### config.mk
export PLATFORM = sky130hd
export DESIGN_NAME = dsp_fe_lane_align_ctrl
export DESIGN_NICKNAME = d
export VERILOG_FILES = /design/src/rtl/dsp_fe_lane_align_ctrl.sv
export SDC_FILE = /design/constraint.sdc
export NUM_CORES = 1
export LEC_CHECK = 0
export ABC_AREA = 1
export CORE_MARGIN = 1
export CORE_UTILIZATION = 35
export DETAILED_ROUTE_END_ITERATION = 8
export HOLD_SLACK_MARGIN = 0.15
export MAX_ROUTING_LAYER = met4
export PLACE_DENSITY = 0.72
export SLEW_MARGIN = 20
export SYNTH_ARGS = -nofsm -noshare
export SYNTH_HDL_FRONTEND = slang
export SYNTH_SLANG_ARGS = --single-unit
### constraint.sdc
create_clock -name i_clk -period 1.7 [get_ports i_clk]
set_clock_uncertainty 0.15 [all_clocks]
set_input_delay 0.34 -clock i_clk [delete_from_list [all_inputs] [get_ports i_clk]]
set_output_delay 0.34 -clock i_clk [all_outputs]
set_load 0.1 [all_outputs]
### src/rtl/dsp_fe_lane_align_ctrl.sv
// Lane word-alignment sequencer: trains each DES lane against a fixed pattern
// by pulsing bitslip, then releases the retimer enables of the locked lanes.
module dsp_fe_lane_align_ctrl #(
  parameter int unsigned              NUM_LANES     = 6,
  parameter int unsigned              DES_OUT_WIDTH = 4,
  parameter logic [DES_OUT_WIDTH-1:0] TRAIN_PATTERN = 4'b0011,
  parameter int unsigned              SETTLE_CYCLES = 4,
  parameter int unsigned              CHECK_CYCLES  = 8,
  parameter int unsigned              MAX_SLIPS     = DES_OUT_WIDTH - 1
) (
  input  logic                     i_clk,
  input  logic                     i_rst_n,
  input  logic                     i_start,
  input  logic [DES_OUT_WIDTH-1:0] i_des_word [NUM_LANES],
  output logic [NUM_LANES-1:0]     o_slip,
  output logic [NUM_LANES-1:0]     o_en,
  output logic                     o_busy,
  output logic                     o_done,
  output logic [NUM_LANES-1:0]     o_lane_locked,
  output logic [NUM_LANES-1:0]     o_lane_fail
);

  localparam int unsigned LANE_W = (NUM_LANES > 1) ? $clog2(NUM_LANES) : 1;
  localparam int unsigned SET_W  = $clog2(SETTLE_CYCLES + 1);
  localparam int unsigned MCH_W  = $clog2(CHECK_CYCLES + 1);
  localparam int unsigned SLP_W  = (MAX_SLIPS > 0) ? $clog2(MAX_SLIPS + 1) : 1;

  typedef enum logic [2:0] {
    ST_IDLE   = 3'd0,
    ST_SETTLE = 3'd1,
    ST_CHECK  = 3'd2,
    ST_SLIP   = 3'd3,
    ST_NEXT   = 3'd4,
    ST_DONE   = 3'd5
  } state_e;

  state_e               state_q,  state_d;
  logic [LANE_W-1:0]    lane_q,   lane_d;
  logic [SET_W-1:0]     settle_q, settle_d;
  logic [MCH_W-1:0]     match_q,  match_d;
  logic [SLP_W-1:0]     slips_q,  slips_d;
  logic [NUM_LANES-1:0] locked_q, locked_d;
  logic [NUM_LANES-1:0] fail_q,   fail_d;
  logic [NUM_LANES-1:0] slip_q,   slip_d;
  logic [NUM_LANES-1:0] en_q,     en_d;
  logic                 busy_q,   busy_d;
  logic                 done_q,   done_d;
  logic [NUM_LANES-1:0] lane_mask;
  logic                 word_ok;

  // Current lane as a one-hot mask, and its pattern comparison
  always_comb begin
    lane_mask = NUM_LANES'(1) << lane_q;
    word_ok   = (i_des_word[lane_q] == TRAIN_PATTERN);
  end

  // Next-state logic and registered-output precompute
  always_comb begin
    state_d  = state_q;
    lane_d   = lane_q;
    settle_d = settle_q;
    match_d  = match_q;
    slips_d  = slips_q;
    locked_d = locked_q;
    fail_d   = fail_q;

    case (state_q)
      ST_IDLE, ST_DONE: begin
        if (i_start) begin
          state_d  = ST_SETTLE;
          lane_d   = '0;
          settle_d = '0;
          slips_d  = '0;
          locked_d = '0;
          fail_d   = '0;
        end
      end
      ST_SETTLE: begin
        if (settle_q == SET_W'(SETTLE_CYCLES - 1)) begin
          state_d = ST_CHECK;
          match_d = '0;
        end else begin
          settle_d = settle_q + SET_W'(1);
        end
      end
      ST_CHECK: begin
        if (word_ok) begin
          if (match_q == MCH_W'(CHECK_CYCLES - 1)) begin
            locked_d = locked_q | lane_mask;
            state_d  = ST_NEXT;
          end else begin
            match_d = match_q + MCH_W'(1);
          end
        end else if (slips_q < SLP_W'(MAX_SLIPS)) begin
          state_d = ST_SLIP;
        end else begin
          fail_d  = fail_q | lane_mask;
          state_d = ST_NEXT;
        end
      end
      ST_SLIP: begin
        if (slips_q != SLP_W'(MAX_SLIPS)) begin
          slips_d = slips_q + SLP_W'(1);
        end
        settle_d = '0;
        state_d  = ST_SETTLE;
      end
      ST_NEXT: begin
        if (lane_q == LANE_W'(NUM_LANES - 1)) begin
          state_d = ST_DONE;
        end else begin
          lane_d   = lane_q + LANE_W'(1);
          slips_d  = '0;
          settle_d = '0;
          state_d  = ST_SETTLE;
        end
      end
      default: begin
        state_d = ST_IDLE;
      end
    endcase

    // Outputs follow the state being entered so they register with it
    slip_d = (state_d == ST_SLIP) ? (NUM_LANES'(1) << lane_d) : '0;
    en_d   = (state_d == ST_DONE) ? locked_d : '0;
    done_d = (state_d == ST_DONE);
    busy_d = (state_d == ST_SETTLE) || (state_d == ST_CHECK) ||
             (state_d == ST_SLIP)   || (state_d == ST_NEXT);
  end

  // State and output registers
  always_ff @(posedge i_clk or negedge i_rst_n) begin
    if (!i_rst_n) begin
      state_q  <= ST_IDLE;
      lane_q   <= '0;
      settle_q <= '0;
      match_q  <= '0;
      slips_q  <= '0;
      locked_q <= '0;
      fail_q   <= '0;
      slip_q   <= '0;
      en_q     <= '0;
      busy_q   <= 1'b0;
      done_q   <= 1'b0;
    end else begin
      state_q  <= state_d;
      lane_q   <= lane_d;
      settle_q <= settle_d;
      match_q  <= match_d;
      slips_q  <= slips_d;
      locked_q <= locked_d;
      fail_q   <= fail_d;
      slip_q   <= slip_d;
      en_q     <= en_d;
      busy_q   <= busy_d;
      done_q   <= done_d;
    end
  end

  assign o_slip        = slip_q;
  assign o_en          = en_q;
  assign o_busy        = busy_q;
  assign o_done        = done_q;
  assign o_lane_locked = locked_q;
  assign o_lane_fail   = fail_q;

endmodule

==> results.cfg <==
[run_status]
status = finished with violations
violations = negative setup slack

[place]
port-buffer-count = 52
dp_hpwl_um = 4180
placed_cells = 428
gp_congestion = 0.904
dpl_cell_area_mm2 = 0.00324

[detailed_routing]
wl_per_cell_um = 13.6
drt_wl_total_um = 6070
drt-pass1-iter-count = 4
avgViaCountPerCell = 4.91
drt-initial-drc-count = 107
vias = 2184
drt.antenna.violating_nets = 0
drc = 0

[floorplan]
fp.dieArea_mm2 = 0.00650
rows = 28
initial_core_util = 0.363
core_area_mm2 = 0.00596
ios = 53
die_w_um = 80.6
chipHeight_um = 80.6

[final_layout]
n_fill_cell = 464
antenna_cells = 0
multi_input_area_mm2 = 0.00125
layout.cells.non_filler = 445
fin_nets = 406
drive_above_1_share = 0.411
syn2layout_area_growth_pct = 74.0
postLayoutCellArea_mm2 = 0.00376
seq_area_mm2 = 0.00103

[synth]
synthArstFlopShare = 1.00
syn_area_mm2 = 0.00216
synth_flop_cell = dfrtp_1
synth_top_family_by_area = simple AND/OR/NAND/NOR gates
synth-simple-area-share = 0.320
seq_area_frac_synth = 0.474
synth_seq_cells = 41
synthMuxAreaShare = 0
synth_fa_ha_area_frac = 0.0521
synth-edff-count = 0
syn_nets = 312
syn_inst = 276
synthDistinctLibCells = 29
synth_area_per_cell_um2 = 7.84
synth-compound-area-share = 0.0659
ys.warnings.count = 0
synthXorXnorAreaFrac = 0.00405

[pwr]
leakagePower_nw = 1.91
power_density_mw_per_mm2 = 868
irDropWorstVdd_mv = 0.540

[timing]
slew_headroom = 0.678
fmax_ghz = 0.556
fin_ws_ps = -97.4
worstMarginPinSlew_ps = 483
rsz0062_at_grt = true
final.period_utilization = 1.06
whs_ps = 350
finalSetupViolCount = 28
final_hold_viol_count = 0
final-max-slew-violation-count = 0
layout_min_cycle_time_ps = 1800

[worst_setup_path]
criticalPathCategory = flop to flop
start_kind = flop
arrival_ps = 1830
critPathRequiredTime_ps = 1730
r2r_slack_ps = -100
worstSetupEndpointType = flop
critical_path.max_fanout = 8

[clock_network]
clock_latency_ps = 300
cts_buffer_depth = 2
clk_pin_slew_worst_paths_ps = 70
cts_sinks = 41
h-tree-depth = 2
cts-root-buf = clkbuf_8
cts_tree = yes
cts_buffers = 5

[grt]
gr-total-overflow = 0
grt_pass1_vias = 2136
grt_max_degree = 24
globalRouteTotalUtil = 0.190
antenna_found_initial = 0
grt_pass1_wl_um = 9200

[job]
max_cap_violations = 0

[min_path]
hold_class = flop to flop
==> metal layers <==
layer,routed length [µm],share of wire,vias to the layer above,GRT usage
met1,2460,0.41,1024,0.228
met2,3090,0.51,78,0.309
li1,-,-,1052,-
met4,228,0.038,0,0.0804
met3,289,0.048,30,0.0409
met5,0,0,-,-
==> placed cells by master (no fill, tap or decap), types with 2 or more instances in the layout <==
cell	Yosys	final
nand3_2	0	17
nor2_1	39	29
inv_4	0	2
buf_6	0	6
inv_2	6	15
nor2_4	1	5
a21oi_4	0	2
inv_1	39	28
dfrtp_1	41	39
nand3_1	36	18
buf_4	1	29
dlymetal6s2s_1	0	8
nor3_2	0	2
ha_4	0	4
nor2_2	2	8
buf_12	0	27
clkbuf_8	0	5
nand2_1	62	52
ha_1	9	5
nand2_4	2	6
clkdlybuf4s50_1	0	17
dfrtp_2	0	2
o21ai_1	1	8
nand2_2	7	13
a21oi_1	4	3
==> layout make-up <==
class                      instances  share of cell area
multi-input combinational        188               0.333
timing repair buffer              89               0.295
sequential                        41               0.273
inverter                          45              0.0462
tap                               75              0.0249
clock buffer                       5              0.0183
clock inverter                     2             0.00931
==> final timing paths <==
kind | from | to | depth (start not counted)
max in group asynchronous | i_rst_n | state_q[2]$_DFF_PN0_ | 3
min in group asynchronous | i_rst_n | o_lane_locked[3]$_DFF_PN0_ | 2
worst min register to register | slips_q[1]$_DFFE_PN0P_ | slips_q[1]$_DFFE_PN0P_ | 2
worst max register to register | lane_q[0]$_DFF_PN0_ | o_busy$_DFF_PN0_ | 11
worst max-delay path | lane_q[0]$_DFF_PN0_ | o_busy$_DFF_PN0_ | 11
worst min-delay path | slips_q[1]$_DFFE_PN0P_ | slips_q[1]$_DFFE_PN0P_ | 2
==> through the flow <==
stage                     TNS (ps)  setup slack, ps  total power [mW]   util
after global routing         -4190             -194              3.47  0.632
after detailed placement    -13190             -456              2.28  0.543
after floorplan                  0             46.2              1.80      -
after global placement      -13250             -473              2.25  0.543
final                        -1380            -97.4              3.27  0.632
after CTS                     -111            -21.5              3.08  0.580
==> sequential cells by signal, summed over array words and instances (netlist names) <==
name,count
lane_q,3
o_done,1
o_busy,1
o_lane_fail,6
state_q,3
o_lane_locked,6
slips_q,2
settle_q,3
match_q,4
o_slip,6
o_en,6
==> Yosys cell counts, types with 2 or more instances <==
cell type / instances / area share
inv_1: 39 / 0.068
nor2_1: 39 / 0.068
ha_1: 9 / 0.052
o21ai_0: 8 / 0.019
nor3_1: 3 / 0.0069
nand2_1: 62 / 0.11
nor2_2: 2 / 0.0058
a21oi_2: 2 / 0.0081
dfrtp_1: 41 / 0.47
nand2_4: 2 / 0.010
nand3_1: 36 / 0.083
a21oi_1: 4 / 0.0093
o21ai_2: 2 / 0.0081
nand2_2: 7 / 0.020
inv_2: 6 / 0.010
==> critical path: stages, from the launching register on <==
cell and delay (ps):
dfrtp_2 510, nand2_1 130, inv_1 70, nand3_2 90
nand3_2 110, nand3_4 110, nand2_4 70, nand2_2 100
nand2_4 60, buf_4 140, nor2_4 100, nand3_2 50
==> logic make-up after synthesis <==
kind of cell / count (synthesis)
flip-flops: 41
buffers and inverters: 47
AO/OA/AOI/OAI: 22
adder cells (fa/ha/maj): 9
AND/OR/NAND/NOR: 156
XOR/XNOR: 1
==> power by group <==
part | internal [mW] | switching, mW
Clock | 0.427 | 0.326
Sequential | 1.06 | 0.0646
Combinational | 0.577 | 0.809
==> what timing repair did <==
action                                 4_1_cts  5_1_grt
hold buffers                                 1        0
endpoints found under the hold margin       18        0
setup buffers                                4        5
resized for setup                           19       79
pin swaps                                    6       35
setup endpoints to repair                   35       37
(Power assumes the default switching activity.)
